File: src/rtl/lab4_3_gated_capture.sv
// Gated-source capture register with acknowledge handshake, overrun
// counting and a hold timeout. A word offered while enable is high is
// captured when the block is idle. It is held until the consumer
// acknowledges it, or until it has waited TIMEOUT cycles.
module lab4_3_gated_capture #(
   parameter int WIDTH   = 8,
   parameter int TIMEOUT = 16   // legal range 2..255
) (
   input  logic             clk,
   input  logic             rst,
   input  logic [WIDTH-1:0] data_in,
   input  logic             enable,
   input  logic             ack,
   output logic [WIDTH-1:0] y,
   output logic             valid,
   output logic [3:0]       overrun_cnt,
   output logic             timeout
);

   // Handshake: valid=1 means y carries a word the consumer has not yet
   // taken. ack is only meaningful while valid=1, and ack is ignored while
   // idle. A cycle with valid=1 and ack=1 completes the transfer. If
   // enable is also high in that cycle, the next word is loaded in the
   // same cycle, so the output goes back-to-back and valid stays high.
   // enable is a level qualifier for capture. While holding, only its
   // rising edge counts as a refused (overrun) word.

   typedef enum logic {
      IDLE = 1'b0,
      HOLD = 1'b1
   } state_t;

   // The counter reaches this value on the last cycle a word may wait.
   localparam logic [7:0] LAST_CNT = 8'(TIMEOUT - 1);

   state_t           state_q, state_d;
   logic [WIDTH-1:0] y_q, y_d;
   logic [7:0]       hold_cnt_q, hold_cnt_d;
   logic [3:0]       ovr_q, ovr_d;
   logic             timeout_q, timeout_d;
   logic             valid_q, valid_d;
   logic             en_prev_q;
   logic             en_rise;

   assign en_rise = enable & ~en_prev_q;

   // Next-state logic: capture, acknowledge, overrun and timeout decisions.
   always_comb begin
      state_d    = state_q;
      y_d        = y_q;
      hold_cnt_d = hold_cnt_q;
      ovr_d      = ovr_q;
      timeout_d  = 1'b0;
      case (state_q)
         IDLE: begin
            if (enable) begin
               y_d        = data_in;
               state_d    = HOLD;
               hold_cnt_d = 8'd0;
            end
         end
         HOLD: begin
            if (ack) begin
               // Acknowledge wins over timeout on the same cycle.
               hold_cnt_d = 8'd0;
               if (enable) begin
                  y_d = data_in;
               end else begin
                  state_d = IDLE;
               end
            end else begin
               if (en_rise && (ovr_q != 4'd15)) begin
                  ovr_d = ovr_q + 4'd1;
               end
               if (hold_cnt_q == LAST_CNT) begin
                  state_d    = IDLE;
                  timeout_d  = 1'b1;
                  hold_cnt_d = 8'd0;
               end else begin
                  hold_cnt_d = hold_cnt_q + 8'd1;
               end
            end
         end
         default: begin
            state_d = IDLE;
         end
      endcase
      valid_d = (state_d == HOLD);
   end

   // State and output registers; reset clears everything at once.
   always_ff @(posedge clk or posedge rst) begin
      if (rst) begin
         state_q    <= IDLE;
         y_q        <= '0;
         hold_cnt_q <= 8'd0;
         ovr_q      <= 4'd0;
         timeout_q  <= 1'b0;
         valid_q    <= 1'b0;
         en_prev_q  <= 1'b0;
      end else begin
         state_q    <= state_d;
         y_q        <= y_d;
         hold_cnt_q <= hold_cnt_d;
         ovr_q      <= ovr_d;
         timeout_q  <= timeout_d;
         valid_q    <= valid_d;
         en_prev_q  <= enable;
      end
   end

   assign y           = y_q;
   assign valid       = valid_q;
   assign overrun_cnt = ovr_q;
   assign timeout     = timeout_q;

endmodule

File: config.mk
export PLATFORM = sky130hd
export DESIGN_NAME = lab4_3_gated_capture
export DESIGN_NICKNAME = d
export VERILOG_FILES = /design/src/rtl/lab4_3_gated_capture.sv
export SDC_FILE = /design/constraint.sdc
export NUM_CORES = 1
export LEC_CHECK = 0
export ABC_AREA = 1
export CORE_ASPECT_RATIO = 2
export CORE_MARGIN = 4
export CORE_UTILIZATION = 25
export DETAILED_ROUTE_END_ITERATION = 16
export DONT_BUFFER_PORTS = 1
export SKIP_CTS_REPAIR_TIMING = 1
export SLEW_MARGIN = 10
export SYNTH_ARGS = -nofsm -noshare
export SYNTH_HDL_FRONTEND = slang
export SYNTH_SLANG_ARGS = --single-unit
File: constraint.sdc
create_clock -name clk -period 2.6 [get_ports clk]
set_input_delay 0.26 -clock clk [delete_from_list [all_inputs] [get_ports clk]]
set_output_delay 0.26 -clock clk [all_outputs]
set_load 0.02 [all_outputs]
Word-level counts from Yosys, hierarchy flattened
Index checks and enable logic that the tools add are counted.
{ "totals": {"elab_cells": 32, "ff_bits": 23, "out_inout_bits": 14} }
{ "classes": {"n_eq_ne": 4, "bitwise_logic": 4, "mux": 14, "n_reduce_logical": 2, "addsub": 2} }
{ "ops": {"columns": ["op", "n"], "rows": [
  ["$mux W8", 5],
  ["$pmux W8 S2", 2],
  ["$add A8 B1 Y8 const B", 1],
  ["$eq A8 B4 Y1 const B", 1],
  ["$mux W1", 6],
  ["$add A4 B1 Y4 const B", 1],
  ["$ne A2 B2 Y1 const B", 2],
  ["$ne A4 B4 Y1 const B", 1],
  ["$not A1 Y1", 3],
  ["$reduce_and A3 Y1", 1],
  ["$pmux W1 S2", 1],
  ["$and A1 B1 Y1", 1],
  ["$logic_and A1 B1 Y1", 1]
]} }

Logic depth before layout (Yosys ltp)
Gate-level depths: netlist of the first run.
{ "logic_depth": {"word_depth": 4, "ltp_mapped": 8, "mapped_depth_nobuf": 8} }

Worst setup path after synthesis of the first run
Ideal clock, no wire load.
{ "synth_timing": {"path_kind": "reg2reg", "startpoint": "register ovr_q[0] (netlist: overrun_cnt[0])", "endpoint": "register ovr_q[2] (netlist: overrun_cnt[2])", "stages_incl_launch_ff": 8, "path_buffers": 0, "required_time_ps": 2478, "slack_ps": 1278, "setup_ps": 122, "period_less_slack_ps": 1322, "arrival_time_ps": 1201, "path_cell_list": "dfrtp_1 -> ha_1 -> nand2_1 -> nor2_4 -> nor2_8 -> inv_2 -> nand2_1 -> o21ai_2"} }
{ "synth_via": {"elab_chain_cells": 3} }
{ "synth_rtl": {"columns": ["element", "line", "source"], "rows": [
  ["start, declared", "39", "logic [3:0] ovr_q, ovr_d;"],
  ["start signal, assigned", "105", "ovr_q <= ovr_d;"],
  ["parallel branches: the longest is 3 deep, another holds $add A4 B1 Y4", null, null]
]} }
Parallel ways; which one is timed is not known.
A chain may end at the register's enable or synchronous reset.

Final worst setup path of the first run
Same ends and word-level chain as after synthesis.

==> results.py, run 1 <==
metrics = {
    "outcome": {
        "outcome": "completed",
    },
    "floorplan": {
        "die_area_sq_um": 5760,
        "die_x_um": 55.7,
        "core-area_sq_um": 4380,
        "rows": 34,
        "pin_count": 26,
        "initial_core_util_pct": 26.0,
        "die_y_um": 103,
    },
    "cts": {
        "cts_tree": "yes",
        "clockRootBuffer": "clkbuf_8",
        "path_clk_slew_ns": 0.09,
        "clockBufferDepth": 2,
        "cts_sinks": 23,
        "insertion_delay_ns": 0.27,
        "htreeDepth": 1,
        "cts_buffers": 3,
    },
    "sta": {
        "whs_ns": 0.0107,
        "hold_viol_final": 0,
        "rsz0062_at_grt": "false",
        "tns_ns": 0,
        "slew_headroom_pct": 39.8,
        "post-route-min-period_ns": 1.42,
        "period_share_pct": 54.6,
        "finalMaxSlewViolations": 0,
        "fin_skew_ns": 0.00658,
        "fmax_ghz": 0.705,
        "setup_viol": 0,
        "tightest_slew_ns": 0.902,
    },
    "cells_and_area": {
        "drive_above_1_share_pct": 14.5,
        "fill_cells": 475,
        "antenna_cells": 0,
        "final_nets": 146,
        "synthToLayoutAreaGrowth_pct": 8.35,
    },
    "setup_path": {
        "cp_max_fo": 5,
        "max_stage_delay_ns": 0.51,
        "cp_slowest_cell": "dfrtp_1",
        "worstPathCellList": "ha_1, nand2_1, nor2_4, nor2_8, inv_2, nand2_1, o21ai_2",
        "cp.arrival_ns": 1.58,
        "worst_setup_path_end_kind": "register",
        "critPathKind": "reg -> reg",
        "critPathTopFamily": "flip-flops",
        "start_kind": "register",
        "path_buf_inv": 1,
        "cp.required_ns": 2.76,
        "cp_common_cell": "nand2_1",
    },
    "drt": {
        "totalWireLength_um": 2360,
        "drc": 0,
        "dr_total_vias": 844,
        "drt_pre_antenna_iters": 4,
        "ant_nets": 0,
        "drt_iter0_drc": 13,
        "routed_via_density": 4.56,
        "routedWlPerCell_um": 12.8,
    },
    "yosys": {
        "synth_top_area_share_pct": 50.5,
        "yosys_register_bits": 23,
        "synth_top_area_cell": "dfrtp_1",
        "synth_most_common_cell": "nand2_1",
        "ys_warn_count": 0,
        "synthTopCellsByArea": "dfrtp_1 (51%), nand2_1 (15%), nand3_1 (5.7%), nor2_8 (3.5%), nor2_1 (3.0%)",
        "syn_inst": 129,
        "synth_cell_type_count": 23,
        "async_flop_share_pct": 100,
        "syn_avg_cell_area_sq_um": 8.83,
        "synth_edf_count": 0,
        "syn-cell-area_sq_um": 1140,
        "synthesis.nets": 143,
        "synth_commonest_cells": "nand2_1 (47), dfrtp_1 (23), nand3_1 (13)",
        "ys_seq_area_share_pct": 50.5,
        "ys.flop_type": "dfrtp_1",
    },
    "worst_hold_path": {
        "min_path_type": "in -> reg",
    },
    "power": {
        "clockPowerShare_pct": 25.1,
        "p_leak_nw": 0.604,
        "switching_power_mw": 0.331,
        "intPower_mw": 0.576,
        "ir_drop_mv": 0.402,
        "p_seq_share_pct": 58.8,
        "power_per_cell_area_nw_per_um2": 735,
        "swShare_pct": 36.5,
        "combPwrFrac_pct": 16.1,
    },
    "place": {
        "gp_congestion": 0.783,
        "dp_hpwl_um": 1850,
        "portBuffers": 0,
    },
    "global_route": {
        "grt_max_degree": 24,
        "grt-ovfl-total": 0,
        "antenna_found_initial": 0,
        "grt_pass1_vias": 851,
        "grt_use_total_pct": 8.74,
        "grt_pass1_wl_um": 4020,
    },
    "job": {
        "max_cap_viol_count": 0,
    },
}
cell families after synthesis:
kind of cell               count (synthesis)  synth area share [%]
DFF                                       23                  50.5
xor gates and xnor gates                   5                  4.51
and+or+nand+nor                           79                  33.5
buffers and inverters                     12                  4.95
AOI/OAI and AO/OA                          8                  4.29
adders and majority gates                  2                  2.20
through the flow:
step	instance area, sq um	setup slack, ns	power, mW	instances	util [%]
global placement	1190	1.23	0.690	181	27.1
CTS	1230	1.17	0.921	185	28.2
floorplan	1140	1.28	0.653	129	-
global route	1230	1.11	0.955	185	28.2
finish	1230	1.18	0.907	185	28.2
detailed placement	1190	1.18	0.694	181	27.1
state kept, by name (all words and copies together), names as in the netlist:
register and flops:
hold_cnt_q 8, valid 1, en_prev_q 1, overrun_cnt 4, timeout 1, y 8
worst register-to-register path, delay by kind of cell (launching register included):
kind | cells | cell delay [ns]
buffers and inverters | 1 | 0.06
AND/OR/NAND/NOR | 4 | 0.40
AO/OA/AOI/OAI | 1 | 0.05
flip-flops | 1 | 0.51
adder cells (fa/ha/maj) | 1 | 0.29
cell usage in the layout (no fill, tap or decap), drive strengths merged:
master	netlist	layout
ha	2	2
clkinv	0	1
dfrtp	23	23
nand3	13	13
inv	10	10
a21oi	1	1
xor2	4	4
o21ai	6	6
nor2	16	16
xnor2	1	1
a22o	1	1
nand3b	1	1
nand2	49	49
clkbuf	0	3
power by group through the flow:
stage,clock [mW],combinational [mW],sequential [mW]
after floorplan,0,0.130,0.523
after global placement,0,0.147,0.542
after detailed placement,0,0.150,0.544
after CTS,0.233,0.151,0.537
after global routing,0.245,0.167,0.543
final,0.227,0.146,0.534
area by class of cell:
type	instances	area, sq um	area share, %
clock buffer	3	41.3	3.35
clock inverter	1	5.00	0.406
inverter	10	37.5	3.04
multi-input combinational	94	507	41.1
sequential	23	576	46.7
tap	54	67.6	5.48
per-layer routing:
metal,vias to the layer above,GRT usage (%),wire length (um)
li1,408,-,-
met1,418,9.03,902
met2,13,16.1,1320
met3,5,1.86,78
met4,0,5.06,65
met5,-,0,0
path summary, 6_finish.rpt:
check,cells after the start,endpoint,slack (ns),from
worst max-delay path,7,overrun_cnt[2],1.18,overrun_cnt[0]
worst min-delay path,0,en_prev_q,0.01,enable
worst max register to register,7,overrun_cnt[2],1.18,overrun_cnt[0]
worst min register to register,1,hold_cnt_q[0],0.52,hold_cnt_q[0]
max in group asynchronous,1,timeout,1.97,rst
min in group asynchronous,1,overrun_cnt[3],0.06,rst
No activity file was read; power rests on OpenSTA's default activity.
==> run 2: changes to the inputs <==
Clock period 2.6 ns to 1.3 ns, I/O delays scaled along.
==> results.py, run 2 (same netlist as run 1, synthesis figures left out) <==
metrics = {
    "setup_path": {
        "critPathKind": "reg -> reg",
        "start_kind": "register",
        "cp.arrival_ns": 1.37,
        "max_stage_delay_ns": 0.41,
        "cp.required_ns": 1.46,
        "rrSetupSlack_ns": 0.09,
        "r2r_cells": 7,
        "reg2reg_to": "overrun_cnt[2]",
        "crit_path_start": "overrun_cnt[0]",
        "reg2reg_from": "overrun_cnt[0]",
        "cp_max_fo": 5,
        "worst_setup_path_end_kind": "register",
        "worstPathCellList": "ha_1, nand2_2, nor2_4, nor2_8, inv_2, nand2_1, o21ai_2",
        "cp-endpoint": "overrun_cnt[2]",
        "cp_slowest_cell": "dfrtp_2",
    },
    "sta": {
        "tns_ns": 0,
        "setup_viol": 0,
        "fmax_ghz": 0.826,
        "hold_viol_final": 2,
        "period_share_pct": 93.2,
        "post-route-min-period_ns": 1.21,
        "whs_ns": -0.00292,
        "rsz0062_at_grt": "true",
        "tightest_slew_ns": 0.312,
        "slew_headroom_pct": 79.2,
        "fin_skew_ns": 0.00234,
        "finalMaxSlewViolations": 0,
    },
    "drt": {
        "routedWlPerCell_um": 12.3,
        "dr_total_vias": 891,
        "ant_nets": 0,
        "drt_iter0_drc": 14,
        "routed_via_density": 4.48,
        "totalWireLength_um": 2460,
        "drt_pre_antenna_iters": 4,
        "drc": 0,
    },
    "cts": {
        "insertion_delay_ns": 0.26,
        "path_clk_slew_ns": 0.08,
        "htreeDepth": 1,
        "clockRootBuffer": "clkbuf_8",
        "clockBufferDepth": 2,
        "cts_sinks": 23,
        "cts_buffers": 3,
        "cts_tree": "yes",
    },
    "place": {
        "placed_cells": 191,
        "dpl_cell_area_sq_um": 1260,
        "dp_hpwl_um": 1840,
        "portBuffers": 0,
        "gp_congestion": 0.699,
    },
    "global_route": {
        "grt_max_degree": 24,
        "grt_pass1_wl_um": 3950,
        "antenna_found_initial": 0,
        "grt-ovfl-total": 0,
        "grt_pass1_vias": 881,
        "grt_use_total_pct": 8.67,
    },
    "floorplan": {
        "die_x_um": 55.7,
        "rows": 34,
        "die_area_sq_um": 5760,
        "initial_core_util_pct": 26.0,
        "pin_count": 26,
        "core-area_sq_um": 4380,
        "die_y_um": 103,
    },
    "power": {
        "power_per_cell_area_nw_per_um2": 1430,
        "ir_drop_mv": 0.701,
        "p_leak_nw": 0.670,
    },
    "cells_and_area": {
        "antenna_cells": 0,
        "final_nets": 160,
        "final_cell_mix": "nand2_1 (46), dfrtp_1 (22), nand3_1 (12)",
        "drive_above_1_share_pct": 22.1,
        "synthToLayoutAreaGrowth_pct": 19.2,
        "fill_cells": 470,
        "final_cells": 199,
        "finalInstanceArea_sq_um": 1360,
        "final_common_cell": "nand2_1",
    },
    "outcome": {
        "outcome": "finished with violations",
        "violations": "negative hold slack",
    },
    "worst_hold_path": {
        "min_path_type": "in -> reg",
    },
    "job": {
        "max_cap_viol_count": 0,
    },
}
run 2: final cells by class:
cell class                 count  area [sq um]  share of cell area (%)
sequential                    23           577                    42.5
clock inverter                 1          5.00                   0.369
inverter                      10          37.5                    2.76
multi-input combinational     94           514                    37.9
timing repair buffer          14           115                    8.48
clock buffer                   3          41.3                    3.04
tap                           54          67.6                    4.98
run 2: stage by stage:
step           hold slack, ns  total power, mW  setup slack [ns]  util, %
2_1_floorplan           0.132             1.31            0.0218        -
3_3_place_gp           0.0997             1.51            0.0986     28.8
3_5_place_dp            0.103             1.51            0.0677     28.8
4_1_cts                -0.190             1.96            0.0518     29.9
5_1_grt               0.00383             2.08           0.00145     31.0
6_report             -0.00292             1.95            0.0887     31.0
run 2: worst min-delay path by stage:
stage	cells past startpoint	end	from	slack, ns
final	2	y[1]	data_in[1]	-0.003
after global routing	3	hold_cnt_q[6]	enable	0.004
after CTS	2	hold_cnt_q[6]	rst	-0.19
after detailed placement	2	hold_cnt_q[6]	rst	0.10
after global placement	2	hold_cnt_q[6]	rst	0.1
after floorplan	1	en_prev_q	rst	0.13
run 2: power by group:
part / internal (mW) / switching [mW]
registers: 0.824 / 0.118
clock network: 0.214 / 0.238
logic: 0.223 / 0.330
total: 1.26 / 0.686
run 2: per-layer routing:
| layer | GRT usage [%] | up-vias | wire [um] |
|---|---|---|---|
| met5 | 0 | - | 0 |
| met1 | 9.27 | 431 | 960 |
| li1 | - | 435 | - |
| met3 | 1.74 | 2 | 83 |
| met2 | 16.2 | 23 | 1370 |
| met4 | 3.93 | 0 | 39 |
run 2: critical path, delay by kind of cell (launching register included):
kind	cells	cell delay [ns]
compound gates	1	0.05
fa+ha+maj	1	0.23
buf+inv	1	0.06
flops	1	0.41
simple gates	4	0.36
==> run 3: changes to the inputs <==
Clock period 1.3 ns to 1.25 ns, I/O delays scaled along.
==> results.py, run 3 (same netlist as run 1, synthesis figures left out) <==
metrics = {
    "cts": {
        "insertion_delay_ns": 0.26,
        "cts_sinks": 23,
        "cts_tree": "yes",
        "clockRootBuffer": "clkbuf_8",
        "htreeDepth": 1,
        "path_clk_slew_ns": 0.08,
        "cts_buffers": 3,
        "clockBufferDepth": 2,
    },
    "cells_and_area": {
        "fill_cells": 451,
        "synthToLayoutAreaGrowth_pct": 23.4,
        "drive_above_1_share_pct": 29.3,
        "final_cell_mix": "nand2_1 (44), dfrtp_1 (20), buf_4 (13)",
        "final_nets": 162,
        "final_util_pct": 32.1,
        "finalInstanceArea_sq_um": 1410,
        "final_common_cell": "nand2_1",
        "antenna_cells": 0,
    },
    "global_route": {
        "grt-ovfl-total": 0,
        "grt_pass1_vias": 883,
        "grt_use_total_pct": 8.97,
        "grt_pass1_wl_um": 4010,
        "grt_max_degree": 24,
        "antenna_found_initial": 0,
    },
    "floorplan": {
        "die_area_sq_um": 5760,
        "die_y_um": 103,
        "rows": 34,
        "initial_core_util_pct": 26.0,
        "core-area_sq_um": 4380,
        "pin_count": 26,
        "die_x_um": 55.7,
    },
    "setup_path": {
        "cp_max_fo": 3,
        "cp.arrival_ns": 1.38,
        "reg2reg_to": "hold_cnt_q[7]",
        "worst_setup_path_end_kind": "register",
        "reg2reg_from": "hold_cnt_q[1]",
        "rrSetupSlack_ns": 0.04,
        "r2r_cells": 6,
        "critPathKind": "reg -> reg",
        "cp.required_ns": 1.41,
        "start_kind": "register",
        "cp-endpoint": "hold_cnt_q[7]",
        "crit_path_start": "hold_cnt_q[1]",
    },
    "power": {
        "intPower_mw": 1.33,
        "switching_power_mw": 0.706,
        "power.total_mw": 2.03,
        "power_per_cell_area_nw_per_um2": 1450,
        "p_seq_share_pct": 48.5,
        "clockPowerShare_pct": 22.7,
        "p_leak_nw": 0.674,
        "ir_drop_mv": 1.05,
        "swShare_pct": 34.7,
        "combPwrFrac_pct": 28.8,
    },
    "drt": {
        "routedWlPerCell_um": 12.9,
        "drt_iter0_drc": 23,
        "totalWireLength_um": 2590,
        "drc": 0,
        "drt_pre_antenna_iters": 2,
        "routed_via_density": 4.38,
        "dr_total_vias": 881,
        "ant_nets": 0,
    },
    "sta": {
        "tightest_slew_ns": 0.298,
        "slew_headroom_pct": 80.1,
        "post-route-min-period_ns": 1.21,
        "fmax_ghz": 0.824,
        "tns_ns": 0,
        "finalMaxSlewViolations": 0,
        "period_share_pct": 97.1,
        "hold_viol_final": 6,
        "rsz0062_at_grt": "true",
        "fin_skew_ns": 0.00293,
        "setup_viol": 0,
        "whs_ns": -0.00670,
    },
    "worst_hold_path": {
        "hold_start": "data_in[5]",
        "min_path_type": "in -> reg",
    },
    "outcome": {
        "violations": "negative hold slack",
        "outcome": "finished with violations",
    },
    "place": {
        "dp_hpwl_um": 1870,
        "gp_congestion": 0.745,
        "portBuffers": 0,
        "dpl_cell_area_sq_um": 1270,
    },
    "job": {
        "max_cap_viol_count": 0,
    },
}
==> run 3: changes by cell type in the layout (fill, tap and decap cells not counted), sizes merged <==
cell         delta
dlygate4sd3     -1
buf             +3
==> run 3: per-stage QoR <==
stage	worst slack, ns	instances
6_report	0.0363	201
2_1_floorplan	0.00366	129
4_1_cts	0.0146	195
3_5_place_dp	0.0369	191
3_3_place_gp	0.0583	191
5_1_grt	-0.0462	201
==> run 3: cell type report <==
class | instances | area, sq um | share of cell area (%)
sequential | 23 | 579 | 41.2
multi-input combinational | 94 | 547 | 38.9
timing repair buffer | 16 | 128 | 9.08
tap | 54 | 67.6 | 4.81
clock buffer | 3 | 41.3 | 2.94
inverter | 10 | 37.5 | 2.67
clock inverter | 1 | 5.00 | 0.356
==> run 3: power groups by stage <==
| stage | clock [mW] | sequential [mW] | combinational (mW) |
|---|---|---|---|
| CTS | 0.479 | 0.986 | 0.561 |
| global route | 0.509 | 1.00 | 0.663 |
| global placement | 0 | 0.997 | 0.551 |
| detailed placement | 0 | 1.00 | 0.558 |
| finish | 0.462 | 0.987 | 0.586 |
| floorplan | 0 | 1.10 | 0.274 |
==> run 3: worst min path at each step <==
stage	to	cells after the start	slack, ns
finish	y[5]	2	-0.007
floorplan	en_prev_q	1	0.13
CTS	hold_cnt_q[1]	2	-0.21
global route	y[7]	2	0.003
global placement	hold_cnt_q[5]	2	0.08
detailed placement	overrun_cnt[3]	2	0.09
==> run 3: routing by layer <==
metal	track usage (%)	share of wire, %	vias to the layer above
met1	9.46	37	425
met3	1.37	2.2	4
met5	0	0	-
met2	17.1	59	14
met4	4.49	2.0	0
li1	-	-	438
==> run 3: worst max-delay path, stage by stage, from the launching register on <==
cell and delay [ns]:
dfrtp_1 0.43, ha_4 0.18, nand3_2 0.11, nor2_1 0.16, nor2_2 0.07, nor2_1 0.11
nor2_2 0.04
